$ cat src/rtl/miriscv_fetch_stage.sv
// Fetch stage: PC, in-order request issue, address queue and instruction buffer toward decode.
// Optional MIRISCV_FETCH_BYPASS_EN forwards a response to decode in its rvalid cycle.
module miriscv_fetch_stage #(
    parameter int              XLEN       = 32,
    parameter int              ILEN       = 32,
    parameter logic [XLEN-1:0] BOOT_ADDR  = 32'h8000_0000,
    parameter int              FIFO_DEPTH = 2
) (
    input  logic            clk_i,
    input  logic            arstn_i,
    input  logic            cu_kill_f_i,
    input  logic            cu_stall_f_i,
    input  logic            cu_force_f_i,
    input  logic [XLEN-1:0] cu_force_pc_i,
    input  logic            d_taken_i,
    input  logic [XLEN-1:0] d_target_i,
    output logic            instr_req_o,
    output logic [XLEN-1:0] instr_addr_o,
    input  logic            instr_gnt_i,
    input  logic            instr_rvalid_i,
    input  logic [ILEN-1:0] instr_rdata_i,
    output logic [ILEN-1:0] f_instr_o,
    output logic [XLEN-1:0] f_current_pc_o,
    output logic [XLEN-1:0] f_next_pc_o,
    output logic            f_valid_o
);

    localparam int               CNT_W     = $clog2(FIFO_DEPTH + 1);
    localparam int               PTR_W     = $clog2(FIFO_DEPTH);
    localparam logic [PTR_W-1:0] PTR_LAST  = PTR_W'(FIFO_DEPTH - 1);
    localparam logic [CNT_W:0]   DEPTH_EXT = (CNT_W + 1)'(FIFO_DEPTH);

    typedef struct packed {
        logic [ILEN-1:0] instr;
        logic [XLEN-1:0] pc;
    } fetch_entry_t;

    function automatic logic [PTR_W-1:0] ptr_inc(input logic [PTR_W-1:0] p);
        return (p == PTR_LAST) ? '0 : p + PTR_W'(1);
    endfunction

    logic [XLEN-1:0]  r_pc;
    logic [CNT_W-1:0] r_outst;
    logic [CNT_W-1:0] r_discard;
    logic [CNT_W-1:0] r_buf_cnt;
    logic [PTR_W-1:0] r_aq_wp;
    logic [PTR_W-1:0] r_aq_rp;
    logic [PTR_W-1:0] r_buf_wp;
    logic [PTR_W-1:0] r_buf_rp;
    logic [XLEN-1:0]  r_aq  [FIFO_DEPTH];
    fetch_entry_t     r_buf [FIFO_DEPTH];

    logic             w_cu_redirect;
    logic             w_d_redirect;
    logic             w_redirect;
    logic             w_resp_keep;
    logic             w_buf_empty;
    logic             w_bypass;
    logic             w_handshake;
    logic             w_grant;
    logic             w_push;
    logic             w_pop;
    logic [CNT_W:0]   w_occ;
    logic [CNT_W-1:0] w_outst_nxt;
    fetch_entry_t     w_head;

    assign w_buf_empty = (r_buf_cnt == '0);
    assign w_resp_keep = instr_rvalid_i & (r_discard == '0);

`ifdef MIRISCV_FETCH_BYPASS_EN
    assign w_bypass = w_resp_keep & w_buf_empty;
`else
    assign w_bypass = 1'b0;
`endif

    assign w_head         = w_bypass ? {instr_rdata_i, r_aq[r_aq_rp]} : r_buf[r_buf_rp];
    assign f_valid_o      = ~w_buf_empty | w_bypass;
    assign f_instr_o      = w_head.instr;
    assign f_current_pc_o = w_head.pc;
    assign f_next_pc_o    = w_head.pc + XLEN'(4);

    // A decode-taken branch only counts when decode actually consumes the head.
    assign w_handshake   = f_valid_o & ~cu_stall_f_i;
    assign w_cu_redirect = cu_kill_f_i | cu_force_f_i;
    assign w_d_redirect  = d_taken_i & w_handshake & ~w_cu_redirect;
    assign w_redirect    = w_cu_redirect | w_d_redirect;

    assign w_occ        = {1'b0, r_buf_cnt} + {1'b0, r_outst};
    assign instr_req_o  = arstn_i & (w_occ < DEPTH_EXT) & ~w_redirect;
    assign instr_addr_o = r_pc;
    assign w_grant      = instr_req_o & instr_gnt_i;
    assign w_outst_nxt  = r_outst + CNT_W'(w_grant) - CNT_W'(instr_rvalid_i);

    assign w_push = w_resp_keep & ~w_redirect & ~(w_bypass & w_handshake);
    assign w_pop  = w_handshake & ~w_buf_empty;

    // Every response pops the address queue, so dropped beats retire their PCs too.
    always_ff @(posedge clk_i or negedge arstn_i) begin
        if (!arstn_i) begin
            r_pc      <= BOOT_ADDR;
            r_outst   <= '0;
            r_discard <= '0;
            r_aq_wp   <= '0;
            r_aq_rp   <= '0;
        end else begin
            r_outst <= w_outst_nxt;
            if (w_grant) begin
                r_aq_wp <= ptr_inc(r_aq_wp);
            end
            if (instr_rvalid_i) begin
                r_aq_rp <= ptr_inc(r_aq_rp);
            end
            if (w_redirect) begin
                r_discard <= w_outst_nxt;
            end else if (instr_rvalid_i && (r_discard != '0)) begin
                r_discard <= r_discard - CNT_W'(1);
            end
            if (cu_force_f_i) begin
                r_pc <= cu_force_pc_i;
            end else if (w_d_redirect) begin
                r_pc <= d_target_i;
            end else if (w_grant) begin
                r_pc <= r_pc + XLEN'(4);
            end
        end
    end

    always_ff @(posedge clk_i or negedge arstn_i) begin
        if (!arstn_i) begin
            r_buf_wp  <= '0;
            r_buf_rp  <= '0;
            r_buf_cnt <= '0;
        end else if (w_redirect) begin
            r_buf_wp  <= '0;
            r_buf_rp  <= '0;
            r_buf_cnt <= '0;
        end else begin
            if (w_push) begin
                r_buf_wp <= ptr_inc(r_buf_wp);
            end
            if (w_pop) begin
                r_buf_rp <= ptr_inc(r_buf_rp);
            end
            if (w_push && !w_pop) begin
                r_buf_cnt <= r_buf_cnt + CNT_W'(1);
            end else if (!w_push && w_pop) begin
                r_buf_cnt <= r_buf_cnt - CNT_W'(1);
            end
        end
    end

    always_ff @(posedge clk_i) begin
        if (w_grant) begin
            r_aq[r_aq_wp] <= r_pc;
        end
        if (w_push) begin
            r_buf[r_buf_wp] <= {instr_rdata_i, r_aq[r_aq_rp]};
        end
    end

endmodule

$ cat config.mk
export PLATFORM = sky130hd
export DESIGN_NAME = miriscv_fetch_stage
export DESIGN_NICKNAME = d
export VERILOG_FILES = /design/src/rtl/miriscv_fetch_stage.sv
export SDC_FILE = /design/constraint.sdc
export NUM_CORES = 1
export LEC_CHECK = 0
export ABC_CLOCK_PERIOD_IN_PS = 7550
export CELL_PAD_IN_SITES_DETAIL_PLACEMENT = 0
export CELL_PAD_IN_SITES_GLOBAL_PLACEMENT = 2
export CORE_ASPECT_RATIO = 1.4
export CORE_MARGIN = 1
export CORE_UTILIZATION = 34
export DETAILED_ROUTE_END_ITERATION = 10
export MAX_ROUTING_LAYER = met4
export PLACE_DENSITY = 0.89
export SLEW_MARGIN = 20
export SYNTH_ARGS = -nofsm -noshare
export SYNTH_HDL_FRONTEND = slang
export SYNTH_SLANG_ARGS = --single-unit
$ cat constraint.sdc
create_clock -name clk_i -period 7.55 [get_ports clk_i]
set_input_delay 1.1325 -clock clk_i [delete_from_list [all_inputs] [get_ports clk_i]]
set_output_delay 1.1325 -clock clk_i [all_outputs]
set_load 0.05 [all_outputs]
==> out/results.txt, run 1 <==
Status = finished clean
Final Max Slew Viols = 0
Top FF cell, synth = edfxtp_1
Worst path required time = 6420 ps
Final setup viols = 0
Placed cell area = 0.01323 mm²
Die Wd = 150.5 µm
Via count = 6961
Share of post-route cells with drive strength above 1 = 15.62%
CTS Hold Bufs = 0
Final hold violations = 0
Post-CTS Setup Inserts = 0
ANT nets after route = 0
Endpoint class of the critical path = primary output
Commonest cells in the netlist = edfxtp_1 (192), mux2_2 (86), nand2_1 (52), dfrtp_1 (41), nor2_1 (36)
Antenna violations before repair = 0
DR pass1 iterations = 4
Final period util = 73.96%
Yosys top cell by area = edfxtp_1
First DRT Iteration DRCs = 299
Nets = 1099
Largest net degree at the start of global routing = 69
Avg Vias per Cell = 5.008
First-pass GRT wire length = 38560 µm
Post-synth EDFFs = 192
Max-cap violation count = 0
Vias in the first global route = 6996
Yosys Warn Count = 0
CTS H-Tree Depth = 1
Mapped Nets = 867
Mapped Area = 0.01049 mm²
GPL Wtd Cong = 0.7749
Cell variety after synth = 69
GRT Residual Overflow = 0
Critical path class = register to primary output
Area Growth Syn to Fin = 33.64%
Post-synthesis sequential area ratio = 64.99%
Clk Latency, worst-skew pair = 500 ps
Row count = 75
Relative slew slack = 39.33%
Critical-path maximum fanout = 68
Num CTS Buffers = 23
GRT Total Usage = 16.17%
Crit start category = register
Post_cts resized = 0
Clk pin slew, worst setup/hold paths = 60 ps
FILL cells = 2701
TritonCTS Sinks = 234
Worst-Margin Slew = 907.9 ps
Max VDD drop = 117.9 µV
Crit path arrival time = 4450 ps
Syn_area_per_cell = 13.86 µm²
Ports = 234
Clk_skew = 8.926 ps
Layout Cell Area excl Fill = 0.01402 mm²
Synth top area cells = edfxtp_1 (55%), dfrtp_1 (9.8%), mux2_2 (9.2%), xnor2_1 (2.3%), nand2_1 (1.9%)
Initial core utilization = 34.82%
Most frequent cell after synthesis = edfxtp_1
CTS max path bufs = 3
Fmax = 0.1791 GHz
Root Driver = clkbuf_16
Register area = 0.006822 mm²
RSZ-0062 raised after global routing = no
Setup TNS = 0 ps
DP HPWL = 17550 µm
LEAKAGE = 4.758 nW
Crit path time final = 5584 ps
DRC Markers = 0
Flops & latches, synth = 234
Mapped Cells = 757
Wire per inst = 17.99 µm
PD cells = 251.9 mW/mm²
Die ar. = 0.03157 mm²
Area of the multi-input gates = 0.003452 mm²
Post-synth ARST share = 17.95%
Core region area = 0.03012 mm²
Height of the die = 209.8 µm
IO buf count = 233
N_diodes = 0
Worst hold path class = register to register
TritonCTS clock tree = yes
Post-synth top area share = 54.96%
Aggregate routed wire length = 25010 µm
[cells by family after synthesis]
group | share of synthesized area [%]
adder cells (fa/ha/maj) | 0.7872
flip-flops | 64.99
multiplexers | 10.09
AND/OR/NAND/NOR | 9.339
XOR/XNOR | 3.757
AO/OA/AOI/OAI | 8.695
buffers and inverters | 2.338
[worst max-delay path: stages, from the launching register on]
cell and delay, ps:
dfrtp_4 950, mux2_2 330, a21boi_0 490, nand3_1 580, nor4b_1 500, xor2_1 200, clkdlybuf4s50_1 840
[metal layers]
metal  vias to the layer above  GRT usage (%)  share of wire [%]
met5                         -              -                  0
met4                         0          5.294                2.6
met3                        45          1.783                4.6
met2                       202          28.38                 51
met1                      3373          19.10                 42
li1                       3341              -                  -
[worst paths after layout]
check / from / depth (start not counted) / endpoint / slack [ps]
min in group asynchronous: arstn_i / 2 / r_outst[0] / 710
worst min register to register: instr_addr_o[0] / 0 / r_aq[1][0] / 520
worst min-delay path: instr_addr_o[0] / 0 / r_aq[1][0] / 520
worst max-delay path: r_buf_rp / 6 / f_next_pc_o[31] / 1970
max in group asynchronous: arstn_i / 2 / r_buf_rp / 6370
worst max register to register: r_buf_cnt[0] / 6 / r_aq[0][13] / 4010
[placed cells by master (no fill, tap or decap), drive strengths merged, types with 9 or more instances in the layout]
cell type        n
o21ai           16
a31oi            9
a21oi           24
a22oi           13
nor2            36
mux2i            9
inv             22
dfrtp           41
nor3            23
nand3           25
clkbuf          28
nand2           52
clkdlybuf4s50  231
xor2            17
buf             12
mux2            86
edfxtp         192
xnor2           28
[final cells by class]
type | count | area share (%)
flip-flops and latches | 234 | 48.66
multi-input cells | 465 | 24.63
repair buffers | 243 | 17.10
clock buffers | 28 | 4.454
well taps | 385 | 3.436
clock inverters | 13 | 1.134
inverters | 22 | 0.5891
[state kept, by name (all words and copies together) (netlist names)]
signal	flops
r_buf	128
r_aq	64
instr_addr_o	32
r_buf_cnt	2
r_discard	2
r_outst	2
r_aq_rp	1
r_aq_wp	1
r_buf_rp	1
r_buf_wp	1
[power by group]
group | leakage [nW] | switching (mW) | total (mW) | internal [mW]
logic | 2.15 | 0.445 | 0.756 | 0.311
clock network | 0.369 | 0.475 | 1.17 | 0.695
registers | 2.24 | 0.0887 | 1.60 | 1.52
total | 4.76 | 1.01 | 3.53 | 2.52
[stage by stage]
stage                     cells  hold slack (ps)  worst slack (ps)  util, %  power [mW]
after floorplan             757            460.3             924.0        -       2.111
after global placement     1349            507.4              2387    43.93       2.380
after detailed placement   1349            505.1              2384    43.93       2.395
after CTS                  1390            523.3              1845    46.53       3.581
after global routing       1390            539.1              1695    46.54       3.677
final                      1390            522.3              1966    46.54       3.531
Power figures use the tool's default switching activity.
==> inputs of run 2 (changes only) <==
--- a/config.mk
+++ b/config.mk
@@ -5,15 +5,15 @@
 export SDC_FILE = /design/constraint.sdc
 export NUM_CORES = 1
 export LEC_CHECK = 0
-export ABC_CLOCK_PERIOD_IN_PS = 7550
+export ABC_CLOCK_PERIOD_IN_PS = 5100
 export CELL_PAD_IN_SITES_DETAIL_PLACEMENT = 0
 export CELL_PAD_IN_SITES_GLOBAL_PLACEMENT = 2
 export CORE_ASPECT_RATIO = 1.4
 export CORE_MARGIN = 1
-export CORE_UTILIZATION = 34
+export CORE_UTILIZATION = 31
 export DETAILED_ROUTE_END_ITERATION = 10
 export MAX_ROUTING_LAYER = met4
-export PLACE_DENSITY = 0.89
+export PLACE_DENSITY = 0.86
 export SLEW_MARGIN = 20
 export SYNTH_ARGS = -nofsm -noshare
 export SYNTH_HDL_FRONTEND = slang
==> constraint.sdc (replaced) <==
create_clock -name clk_i -period 5.1 [get_ports clk_i]
set_input_delay 0.765 -clock clk_i [delete_from_list [all_inputs] [get_ports clk_i]]
set_output_delay 0.765 -clock clk_i [all_outputs]
set_load 0.05 [all_outputs]
==> out/results.txt, run 2 (synthesized netlist as in run 1, its figures left out) <==
Status = finished clean
Fin cells = 1456
Aggregate routed wire length = 26270 µm
LEAKAGE = 4.781 nW
GR peak layer = met2
PD cells = 368.5 mW/mm²
Die Wd = 157.5 µm
Buf+Inv Stages, Crit Path = 2
Share of post-route cells with drive strength above 1 = 15.63%
CTS H-Tree Depth = 1
Met3 Usage GRT = 1.652%
Clk pin slew, worst setup/hold paths = 60 ps
Worst path cell trace = mux2_2, a21boi_0, nand3_1, buf_4, nor4b_1, xor2_1, clkdlybuf4s50_1
CTS max path bufs = 3
Met1 Use GR = 17.95%
Initial core utilization = 31.49%
Setup TNS = 0 ps
FILL cells = 3135
Post-layout power = 5.192 mW
Nets = 1105
Commonest cells after routing, fill and taps aside = clkdlybuf4s50_1 (231), edfxtp_1 (192), mux2_2 (86)
Routing usage on met2 = 27.29%
CP max stage cell = clkdlybuf4s50_1
Worst reg2reg path depth = 7
TritonCTS clock tree = yes
Wire per inst = 18.04 µm
Max reg flops = 128
Crit start category = register
Num CTS Buffers = 23
DR pass1 iterations = 4
ANT nets after route = 0
First-pass GRT wire length = 39560 µm
Critical-path maximum fanout = 45
First DRT Iteration DRCs = 314
RSZ-0062 raised after global routing = no
Antenna violations before repair = 0
Crit path arrival time = 3930 ps
Largest net degree at the start of global routing = 65
Final setup viols = 0
Reg2Reg Setup Slack = 1980 ps
Clk Latency, worst-skew pair = 520 ps
GRT Total Usage = 15.35%
N_diodes = 0
Ports = 234
GRT Residual Overflow = 0
Area Growth Syn to Fin = 34.32%
Final period util = 92.14%
Dpl cells = 1415
Core region area = 0.03331 mm²
CTS Hold Bufs = 0
Root Driver = clkbuf_16
Post_cts resized = 0
IO buf count = 233
Fmax = 0.2128 GHz
Clk_skew = 10.96 ps
Crit-path max cell delay = 840 ps
Post-CTS Setup Inserts = 0
Avg Vias per Cell = 4.811
Crit path time final = 4699 ps
GPL Wtd Cong = 0.8083
Max-cap violation count = 0
Critical path's top delay family = buffers and inverters
TritonCTS Sinks = 234
Via count = 7005
DRC Markers = 0
Worst-Margin Slew = 953.7 ps
Final Max Slew Viols = 0
Die ar. = 0.03459 mm²
Worst R2R End = r_aq[0][14]
Endpoint class of the critical path = primary output
Row count = 79
Worst r2r src = r_buf_cnt[0]
Final hold violations = 0
Most flop-heavy register = r_buf
Commonest non-fill, non-tap cell in the layout = clkdlybuf4s50_1
Max VDD drop = 178.8 µV
DP HPWL = 18540 µm
Worst hold path class = primary input to async pin
Height of the die = 219.7 µm
Relative slew slack = 36.27%
Critical path class = register to primary output
Worst path required time = 4340 ps
Vias in the first global route = 6968
-- run 2: cell types whose count changed in the layout (fill, tap and decap cells not counted), sizes merged --
cell,change
buf,+6
clkbuf,-1
clkinvlp,-4
inv,-1
clkinv,+6
-- run 2: how the worst max path moves through the flow --
stage / start / to / slack (ps) / depth (start not counted)
finish: r_buf_rp / f_next_pc_o[31] / 400 / 7
global route: r_buf_rp / f_next_pc_o[31] / 130 / 7
CTS: r_buf_rp / f_next_pc_o[31] / 320 / 7
detailed placement: r_buf_rp / f_next_pc_o[31] / 890 / 7
global placement: r_buf_rp / f_next_pc_o[31] / 930 / 7
floorplan: cu_stall_f_i / r_buf[0][0] / -1160 / 5
-- run 2: cell type report --
type	instances	area (µm²)	share of cell area, %
clock inverter	14	142.6	1.012
sequential	234	6822	48.41
timing repair buffer	249	2442	17.33
inverter	22	82.58	0.5861
tap	445	556.8	3.952
multi-input combinational	465	3453	24.51
clock buffer	27	590.6	4.191
-- run 2: metrics by stage --
stage	hold WS (ps)	setup slack [ps]	instance area [µm²]	utilization, %
floorplan	460.3	-1158	10490	-
global route	429.7	128.2	14090	42.30
finish	373.5	400.7	14090	42.30
global placement	454.5	929.2	13360	40.10
detailed placement	463.4	886.4	13360	40.10
CTS	382.9	319.4	14090	42.30
-- run 2: routing by layer --
layer | wire, µm | vias up
met3 | 1225 | 40
met5 | 0 | -
met2 | 13850 | 190
met1 | 10580 | 3420
met4 | 616 | 0
li1 | - | 3355
-- run 2: power by group --
part	internal [mW]	total (mW)	switching (mW)	leakage (nW)
Combinational	0.462	1.13	0.669	2.18
Clock	0.978	1.69	0.710	0.360
Sequential	2.24	2.37	0.127	2.24
